<file path="config.mk">
export PLATFORM = sky130hd
export DESIGN_NAME = fifo_burst_reader
export DESIGN_NICKNAME = d
export VERILOG_FILES = /design/src/rtl/fifo_burst_reader.sv
export SDC_FILE = /design/constraint.sdc
export NUM_CORES = 1
export LEC_CHECK = 0
export BUFFER_PORTS_ARGS = -buffer_cell sky130_fd_sc_hd__buf_4
export CAP_MARGIN = 20
export CORE_ASPECT_RATIO = 2
export CORE_MARGIN = 2
export CORE_UTILIZATION = 35
export CTS_BUF_LIST = sky130_fd_sc_hd__clkbuf_8
export DETAILED_ROUTE_END_ITERATION = 16
export PLACE_DENSITY = 0.64
export SLEW_MARGIN = 10
export SYNTH_ARGS = -nofsm -noshare
export SYNTH_HDL_FRONTEND = slang
export SYNTH_SLANG_ARGS = --single-unit
</file>
<file path="constraint.sdc">
create_clock -name clk -period 1.45 [get_ports clk]
set_input_delay 0.0725 -clock clk [delete_from_list [all_inputs] [get_ports clk]]
set_output_delay 0.0725 -clock clk [all_outputs]
set_load 0.01 [all_outputs]
</file>
<file path="src/rtl/fifo_burst_reader.sv">
`default_nettype none
// ============================================================================
//  Module      : fifo_burst_reader
//  Description : Drains an upstream FIFO in fixed-length packets once the
//                FIFO leaves almost-empty. Words are presented on a
//                registered valid/ready/last stream, with out_last on the
//                final beat. A read is never issued to an empty FIFO.
//                Optional macro FIFO_BURST_READER_TIMEOUT_EN adds an idle
//                timeout. Residual words below the threshold are then
//                flushed as single-beat packets.
//  Revision    : 1.0 - initial release
// ============================================================================
module fifo_burst_reader #(
    parameter int WIDTH          = 32,
    parameter int BURST_LEN      = 8,
    parameter int TIMEOUT_CYCLES = 64
) (
    input  logic             clk,
    input  logic             async_reset_n,
    input  logic [WIDTH-1:0] fifo_rd_data,
    input  logic             fifo_empty,
    input  logic             fifo_almost_empty,
    output logic             fifo_rd_en,
    output logic [WIDTH-1:0] out_data,
    output logic             out_valid,
    output logic             out_last,
    input  logic             out_ready,
    output logic             burst_active
);

    localparam int c_BEAT_W = $clog2(BURST_LEN + 1);

`ifdef FIFO_BURST_READER_TIMEOUT_EN
    localparam int c_TO_W = $clog2(TIMEOUT_CYCLES + 1);
    localparam logic [c_TO_W-1:0] c_TO_LAST = c_TO_W'(TIMEOUT_CYCLES - 1);
`endif

    typedef enum logic [1:0] {
        S_IDLE  = 2'd0,
        S_BURST = 2'd1
`ifdef FIFO_BURST_READER_TIMEOUT_EN
        ,
        S_FLUSH = 2'd2
`endif
    } state_t;

    state_t               r_state;
    logic [c_BEAT_W-1:0]  r_beat_cnt;
    logic [WIDTH-1:0]     r_out_data;
    logic                 r_out_valid;
    logic                 r_out_last;

`ifdef FIFO_BURST_READER_TIMEOUT_EN
    logic [c_TO_W-1:0]    r_timeout_cnt;
`endif

    logic w_draining;
    logic w_slot_free;
    logic w_pop;
    logic w_final_beat;

`ifdef FIFO_BURST_READER_TIMEOUT_EN
    assign w_draining   = (r_state == S_BURST) || (r_state == S_FLUSH);
    // A flush is always a single-beat packet
    assign w_final_beat = (r_state == S_FLUSH) || (r_beat_cnt == c_BEAT_W'(1));
`else
    logic w_unused_timeout;
    assign w_unused_timeout = (TIMEOUT_CYCLES != 0);
    assign w_draining   = (r_state == S_BURST);
    assign w_final_beat = (r_beat_cnt == c_BEAT_W'(1));
`endif

    // The output register can take a word when it is empty or draining this cycle.
    // The empty check guarantees the FIFO count can never underflow.
    assign w_slot_free  = !r_out_valid || out_ready;
    assign w_pop        = w_draining && w_slot_free && !fifo_empty;

    assign fifo_rd_en   = w_pop;
    assign burst_active = w_draining;
    assign out_data     = r_out_data;
    assign out_valid    = r_out_valid;
    assign out_last     = r_out_last;

    // Packet sequencing: wait for threshold, count beats, optional idle flush
    always_ff @(posedge clk or negedge async_reset_n) begin
        if (!async_reset_n) begin
            r_state    <= S_IDLE;
            r_beat_cnt <= '0;
`ifdef FIFO_BURST_READER_TIMEOUT_EN
            r_timeout_cnt <= '0;
`endif
        end else begin
            case (r_state)
                S_IDLE: begin
                    if (!fifo_almost_empty) begin
                        r_state    <= S_BURST;
                        r_beat_cnt <= c_BEAT_W'(BURST_LEN);
`ifdef FIFO_BURST_READER_TIMEOUT_EN
                        r_timeout_cnt <= '0;
                    end else if (fifo_empty) begin
                        r_timeout_cnt <= '0;
                    end else if (r_timeout_cnt == c_TO_LAST) begin
                        // Counter stays expired so residual words keep draining
                        r_state <= S_FLUSH;
                    end else begin
                        r_timeout_cnt <= r_timeout_cnt + c_TO_W'(1);
`endif
                    end
                end
                S_BURST: begin
                    if (w_pop) begin
                        r_beat_cnt <= r_beat_cnt - c_BEAT_W'(1);
                        if (w_final_beat) begin
                            r_state <= S_IDLE;
                        end
                    end
                end
`ifdef FIFO_BURST_READER_TIMEOUT_EN
                S_FLUSH: begin
                    if (w_pop) begin
                        r_state <= S_IDLE;
                    end
                end
`endif
                default: begin
                    r_state <= S_IDLE;
                end
            endcase
        end
    end

    // Output stage: load on pop, hold while stalled, empty once accepted
    always_ff @(posedge clk or negedge async_reset_n) begin
        if (!async_reset_n) begin
            r_out_data  <= '0;
            r_out_valid <= 1'b0;
            r_out_last  <= 1'b0;
        end else if (w_pop) begin
            r_out_data  <= fifo_rd_data;
            r_out_valid <= 1'b1;
            r_out_last  <= w_final_beat;
        end else if (w_slot_free) begin
            r_out_valid <= 1'b0;
            r_out_last  <= 1'b0;
        end
    end

endmodule
`default_nettype wire

</file>
== After elaboration in Yosys (flattened, before gate mapping) ==
Cells that the tools add are included.
Storage, ports and cells
  register bits after elaboration: 40
  bits in latches: 0
  bits in writable memories: 0
  memory bits (read-only): 0
  bits of input ports: 37
  output and inout bits: 36
  logic and storage cells: 31
  memories kept: 0
Operators by class
  add/sub/neg operators: 1
  multipliers: 0
  div/mod/pow operators: 0
  $lt $le $gt $ge: 0
  equality and inequality tests: 5
  shift operators: 0
  muxes and demuxes: 10
  bitwise logic cells: 0
  reductions and logical operators: 10
Operators with widths (count)
  two-way mux 4 bit: 2
  one-hot mux 4 bit (2 select lines): 1
  two-way mux 2 bit: 3
  AND reduction 3 bit: 2
  equality test 4 x 1 -> 1 bit, second input constant: 1
  != test 2 bit, second input constant: 2
  one-hot mux 2 bit (2 select lines): 1
  nonzero test 2 bit: 2
  subtractor 4 x 1 -> 4 bit, second input constant: 1
  two-way mux 1 bit: 3
  equality test 2 x 1 -> 1 bit, second input constant: 1
  logical AND 1 bit: 2
  zero test 1 bit: 2
  zero test 2 bit: 1
  != test 2 x 1 -> 1 bit, second input constant: 1
  logical OR 1 bit: 1

== Logic depth before layout (Yosys ltp) ==
Gate-level depths: netlist of the first run.
  depth after elaboration: 6
  mapped depth: 5
  gate-level depth less buffers: 4

== Worst setup path before layout of the first run ==
No wires, ideal clock.
  path type: reg-to-reg
  from: register r_state[0]
  to: register r_out_data[0], in the netlist out_data[0]
  library setup time: 0.125 ns
  arrival: 1.242 ns
  data required time: 1.325 ns
  slack: 0.083 ns
  stages on the path, launching flop included: 6
  path buffers: 2
  clock period less this slack: 1.367 ns
  cell sequence: dfrtp_1 nand2b_2 nor2_4 buf_8 buf_12 mux2_4
On the way
  longest elaborated chain between the ends: 3
Ends and longest elaborated chain
  start, declared: RTL line 47  | state_t r_state;
  start signal, assigned: RTL line 87  | r_state <= S_IDLE;
  start signal, assigned: RTL line 96  | r_state <= S_BURST;
  start signal, assigned: RTL line 114  | r_state <= S_IDLE;
  equality test 2 x 1 -> 1 bit: RTL line 69  | assign w_draining = (r_state == S_BURST);
  logical AND 1 bit (2 in a row): RTL line 76  | assign w_pop = w_draining && w_slot_free && !fifo_empty;
  end signal, assigned: RTL line 139  | r_out_data <= fifo_rd_data;
  end, declared: RTL line 49  | logic [WIDTH-1:0] r_out_data;
No other way between the ends.
A chain may end at the register's enable or synchronous reset.

== Final worst setup path of the first run ==
  from: register r_out_valid, in the netlist out_valid
  to: register r_out_data[24], in the netlist out_data[24]
On the way
  longest elaborated chain between the ends: 4
Ends and longest elaborated chain
  start, declared: RTL line 50  | logic r_out_valid;
  start signal, assigned: RTL line 136  | r_out_valid <= 1'b0;
  start signal, assigned: RTL line 140  | r_out_valid <= 1'b1;
  start signal, assigned: RTL line 143  | r_out_valid <= 1'b0;
  zero test 1 bit: RTL line 75  | assign w_slot_free = !r_out_valid || out_ready;
  logical OR 1 bit: RTL line 75
  logical AND 1 bit (2 in a row): RTL line 76
No other way between the ends.

==> results.sh, run 1 <==
export IMPL_status="completed"
export IMPL_synth_seq_cells=39
export IMPL_p_sw_share_pct=29.4
export IMPL_syn2layout_area_growth_pct=42.7
export IMPL_fin_cells=234
export IMPL_grt_first_pass_wirelength_mm=5.46
export IMPL_fin_total_pwr_mw=3.55
export IMPL_die_w_um=52.3
export IMPL_grt_overflow_total=0
export IMPL_whs_ps=15.7
export IMPL_nNetsFinal=219
export IMPL_clkLatencyLatePin_ps=280
export IMPL_crit_required_ps=1610
export IMPL_grt_use_total_pct=14.4
export IMPL_worst_slack_ps=78.8
export IMPL_slew_headroom_pct=67.3
export IMPL_drt_pass1_iterations=2
export IMPL_drc=0
export IMPL_crit_fanout=17
export IMPL_num_vias=1065
export IMPL_clkSinkCount=39
export IMPL_cts_tree="built"
export IMPL_min_path_type="primary input to flop"
export IMPL_die_h_um=101
export IMPL_drive_gt1_share_pct=64.8
export IMPL_peakVddDrop_v=0.00104
export IMPL_io_pins=73
export IMPL_grt_max_degree=40
export IMPL_p_per_area_mw_per_mm2=1520
export IMPL_cts_root_buf="clkbuf_8"
export IMPL_period_minus_slack_ps=1370
export IMPL_num_rows=35
export IMPL_dpl_cell_count=226
export IMPL_antenna_left=0
export IMPL_comb_power_share_pct=36.8
export IMPL_ctsLongestPathBuffers=2
export IMPL_timing_setup_tns_ps=0
export IMPL_drt_iter0_markers=12
export IMPL_h_tree_depth=2
export IMPL_gp_congestion=0.772
export IMPL_seq_area_frac_synth_pct=59.7
export IMPL_syn_num_nets=138
export IMPL_power_net_switching_mw=1.04
export IMPL_max_freq_mhz=729
export IMPL_grt_pass1_vias=1096
export IMPL_pwr_share_seq_pct=45.1
export IMPL_cap_viol_max_count=0
export IMPL_path_delay_family="flip-flops"
export IMPL_viasPerCell=4.55
export IMPL_die_area_mm2=0.00526
export IMPL_path_clk_slew_ps=70
export IMPL_clkPwrFrac_pct=18.0
export IMPL_synth_cell_types=20
export IMPL_io_buffers=72
export IMPL_cp_slowest_stage_delay_ps=380
export IMPL_syn_area_mm2=0.00163
export IMPL_cp_end_kind="flop"
export IMPL_start_util_pct=35.9
export IMPL_crit_buf_inv=1
export IMPL_path_cells="nor2b_4, nor2_4, buf_12, mux2_2"
export IMPL_worst_slew_pin_slew_ps=490
export IMPL_cp_arrival_ps=1540
export IMPL_slew_violations=0
export IMPL_synth_warnings=0
export IMPL_critPathKind="flop to flop"
export IMPL_post_drt_wl_per_cell_um=15.0
export IMPL_syn_inst=99
export IMPL_fin_area_mm2=0.00233
export IMPL_critPathSlowestCell="dfrtp_1"
export IMPL_fin_skew_ps=4.09
export IMPL_syn_avg_cell_area_um2=16.5
export IMPL_cts_buffers=5
export IMPL_place_area_mm2=0.00224
export IMPL_rsz0062_at_grt="false"
export IMPL_wl_mm=3.51
export IMPL_core_mm2=0.00455
export IMPL_post_place_ws_ps=88.2
export IMPL_final_cell_mix="buf_4, dfrtp_1, mux2_2"
export IMPL_cp_start_kind="flop"
export IMPL_antenna_found_initial=0
export IMPL_antenna_cells=0
export IMPL_place_hpwl_mm=2.76
export IMPL_utilization_pct=51.2
export IMPL_finalHoldViolations=0
export IMPL_p_leak_nw=1.14
export IMPL_fin_crit_sh_pct=94.6
export IMPL_power_internal_mw=2.51
export IMPL_final_common_cell="buf_4"
export IMPL_finalSetupViolations=0
## registers in the layout, indices dropped and copies added (netlist names)
name        flops
r_state         1
out_valid       1
r_beat_cnt      4
out_data       32
out_last        1
## final cells by class
type | instances | area, um2
Fill cell | 419 | 2220
Inverter | 3 | 11.3
Tap cell | 55 | 68.8
Multi-Input combinational cell | 53 | 584
Clock inverter | 1 | 3.75
Timing Repair Buffer | 78 | 619
Sequential cell | 39 | 976
Clock buffer | 5 | 68.8
## synth_stat cells
cell      number  area [um2]
nor2_1         3        11.3
buf_4          1        7.51
xnor2_1        1        8.76
nand2b_2       1        8.76
mux2_2        18         203
nor2b_4        1        13.8
nor3b_1        1        7.51
nand2b_1       1        6.26
inv_1          3        11.3
a32oi_1        1        8.76
a32o_1         1        10.0
dfrtp_1       39         976
o21ai_0        3        15.0
ha_1           2        25.0
mux2_4        14         210
mux2i_1        4        40.0
nor3_1         1        5.00
buf_12         2        40.0
buf_8          1        15.0
nor2_4         1        11.3
## worst register-to-register path: cells and delay by family (launching register included)
| kind | cells | cell delay (ps) |
|---|---|---|
| flip-flops | 1 | 380 |
| multiplexers | 1 | 350 |
| AND/OR/NAND/NOR | 2 | 330 |
| buffers and inverters | 1 | 200 |
## power groups by stage
stage,combinational [mW],clock (mW),sequential (mW)
after global routing,1.41,0.732,1.65
after floorplan,0.597,0,1.71
final,1.31,0.641,1.60
after CTS,1.33,0.672,1.61
after global placement,1.29,0,1.61
after detailed placement,1.32,0,1.63
## layer usage
| metal | GRT usage, % | vias to the layer above | part of all wire (%) |
|---|---|---|---|
| li1 | - | 503 | - |
| met2 | 25.6 | 33 | 60 |
| met1 | 14.8 | 524 | 32 |
| met5 | 0 | - | 0 |
| met3 | 4.15 | 5 | 5.9 |
| met4 | 7.10 | 0 | 2.0 |
## logic make-up (layout without fill, tap and decap cells)
| group | count (synthesis) | after routing | synth area share, % |
|---|---|---|---|
| compound gates | 5 | 5 | 2.07 |
| xor+xnor | 1 | 1 | 0.536 |
| fa+ha+maj | 2 | 2 | 1.53 |
| buf+inv | 7 | 87 | 4.52 |
| flops | 39 | 39 | 59.7 |
| mux | 36 | 36 | 27.7 |
| simple gates | 9 | 9 | 3.90 |
## repair_timing
| item | CTS | global route |
|---|---|---|
| buffers inserted | 0 | 0 |
| setup endpoints to repair | 0 | 1 |
| resized for setup | 0 | 1 |
| hold buffers | 2 | 0 |
| hold endpoints to repair | 40 | 0 |
## final timing paths
check / startpoint / endpoint / slack, ps / cells after the start
max in group asynchronous: async_reset_n / out_data[12] / 810 / 2
worst max register to register: out_valid / out_data[24] / 80 / 4
worst max-delay path: out_valid / out_data[24] / 80 / 4
min in group asynchronous: async_reset_n / out_data[22] / 290 / 2
worst min-delay path: fifo_rd_data[9] / out_data[9] / 20 / 2
worst min register to register: out_data[30] / out_data[30] / 510 / 1
(Power assumes the default switching activity.)
==> run 2: changes to the inputs <==
Settings changed: CORE_ASPECT_RATIO 2 to 1.25, GPL_TIMING_DRIVEN set to 0.
==> run 2 against run 1 <==
Sequential power barely moved; non-clock buffer count grew 4; register-to-register slack barely moved; via count rose by 4.6%; sequential share of layout area is 0.83 points lower; clock skew rose by 1.7 ps; critical path depth rose by 1; combinational power is essentially flat; setup slack worse by 13 ps; hold slack better by 3.1 ps; first-iteration DRC count grew to 3.6 times the previous value; largest cell class unchanged; largest power group unchanged.
==> results.sh, run 2 (synthesized netlist as in run 1, its figures left out) <==
export IMPL_status="completed"
export IMPL_die_area_mm2=0.00523
export IMPL_slew_violations=0
export IMPL_regArea_um2=977
export IMPL_met2_usage_pct=24.1
export IMPL_clkLatencyLatePin_ps=280
export IMPL_die_w_um=65.1
export IMPL_clkSinkCount=39
export IMPL_grt_use_total_pct=14.0
export IMPL_final_common_cell="buf_4"
export IMPL_crit_fanout=10
export IMPL_viasPerCell=4.58
export IMPL_final_cell_mix="buf_4, dfrtp_1, mux2_2"
export IMPL_fin_area_mm2=0.00238
export IMPL_antenna_left=0
export IMPL_path_delay_family="flip-flops"
export IMPL_cts_tree="built"
export IMPL_max_freq_mhz=722
export IMPL_fin_total_pwr_mw=3.60
export IMPL_wl_mm=3.40
export IMPL_gp_congestion=0.692
export IMPL_die_h_um=80.4
export IMPL_start_util_pct=36.6
export IMPL_cp_end_kind="output port"
export IMPL_antenna_found_initial=0
export IMPL_grt_first_pass_wirelength_mm=5.64
export IMPL_multi_input_area_um2=584
export IMPL_cap_viol_max_count=0
export IMPL_place_area_mm2=0.00225
export IMPL_cp_arrival_ps=1310
export IMPL_io_pins=73
export IMPL_path_cells="nor2b_4, nor2_4, buf_8, buf_12, buf_4"
export IMPL_rrSetupSlack_ps=70
export IMPL_grt_pass1_vias=1218
export IMPL_worst_slew_pin_slew_ps=481
export IMPL_post_drt_wl_per_cell_um=14.0
export IMPL_fillers=414
export IMPL_h_tree_depth=2
export IMPL_drt_iter0_markers=43
export IMPL_slew_headroom_pct=67.9
export IMPL_largest_register_ffs=32
export IMPL_grt_max_degree=40
export IMPL_drc=0
export IMPL_crit_required_ps=1380
export IMPL_fin_crit_sh_pct=95.5
export IMPL_critPathKind="flop to output port"
export IMPL_path_clk_slew_ps=70
export IMPL_fin_skew_ps=5.74
export IMPL_p_per_area_mw_per_mm2=1510
export IMPL_drt_pass1_iterations=3
export IMPL_io_buffers=72
export IMPL_cp_slowest_stage_delay_ps=380
export IMPL_peakVddDrop_v=0.000728
export IMPL_num_rows=27
export IMPL_drive_gt1_share_pct=65.4
export IMPL_cts_root_buf="clkbuf_8"
export IMPL_cts_buffers=5
export IMPL_grt_overflow_total=0
export IMPL_grt_busiest_layer="met2"
export IMPL_utilization_pct=53.4
export IMPL_syn2layout_area_growth_pct=45.8
export IMPL_min_path_type="primary input to flop"
export IMPL_antenna_cells=0
export IMPL_nNetsFinal=223
export IMPL_p_leak_nw=1.17
export IMPL_finalHoldViolations=0
export IMPL_ctsLongestPathBuffers=2
export IMPL_cp_start_kind="flop"
export IMPL_finalSetupViolations=0
export IMPL_critPathSlowestCell="dfrtp_1"
export IMPL_num_vias=1114
export IMPL_period_minus_slack_ps=1380
export IMPL_use_met3_pct=4.76
export IMPL_crit_buf_inv=3
export IMPL_core_mm2=0.00446
export IMPL_use_met1_pct=16.4
-- run 2: cell types whose count changed in the layout (fill, tap and decap cells not counted), sizes merged --
cell         change
inv              +1
buf              +3
dlygate4sd3      +1
clkinv           +1
-- run 2: timing repair --
action / CTS / global route
setup buffers: 2 / 1
resized for setup: 1 / 0
endpoints found under the setup margin: 1 / 1
hold buffers: 2 / 1
endpoints found under the hold margin: 40 / 1
-- run 2: path summary, 6_finish.rpt --
path / cells past startpoint / endpoint / startpoint
max in group asynchronous: 2 / r_state[0] / async_reset_n
max: 5 / fifo_rd_en / out_valid
min in group asynchronous: 2 / out_data[10] / async_reset_n
min: 2 / out_data[9] / fifo_rd_data[9]
min reg2reg: 1 / r_beat_cnt[2] / r_beat_cnt[2]
max reg2reg: 5 / out_data[13] / out_valid
-- run 2: stage by stage --
| stage | hold slack (ps) | setup WS (ps) | TNS (ps) | cells |
|---|---|---|---|---|
| 2_1_floorplan | -223 | 83.3 | 0 | 99 |
| 3_3_place_gp | 61.6 | 44.4 | 0 | 229 |
| 3_5_place_dp | 75.9 | 33.7 | 0 | 229 |
| 4_1_cts | 7.41 | 38.1 | 0 | 241 |
| 5_1_grt | 3.40 | -6.62 | -6.62 | 243 |
| 6_report | 18.7 | 65.5 | 0 | 243 |
-- run 2: area by class of cell --
class / instances / share of cell area (%)
multi-input cells: 53 / 24.5
plain buffers: 4 / 2.63
inverters: 3 / 0.473
flip-flops and latches: 39 / 41.0
well taps: 58 / 3.05
clock inverters: 3 / 0.525
repair buffers: 78 / 24.9
clock buffers: 5 / 2.89
-- run 2: power breakdown --
group / internal [mW] / switching (mW)
sequential: 1.40 / 0.203
clock: 0.323 / 0.343
combinational: 0.816 / 0.511
total: 2.54 / 1.06
-- run 2: layer usage --
metal	share of wire, %	vias to the layer above
met4	1.2	0
li1	-	516
met3	8.0	5
met2	49	54
met1	41	539
met5	0	-
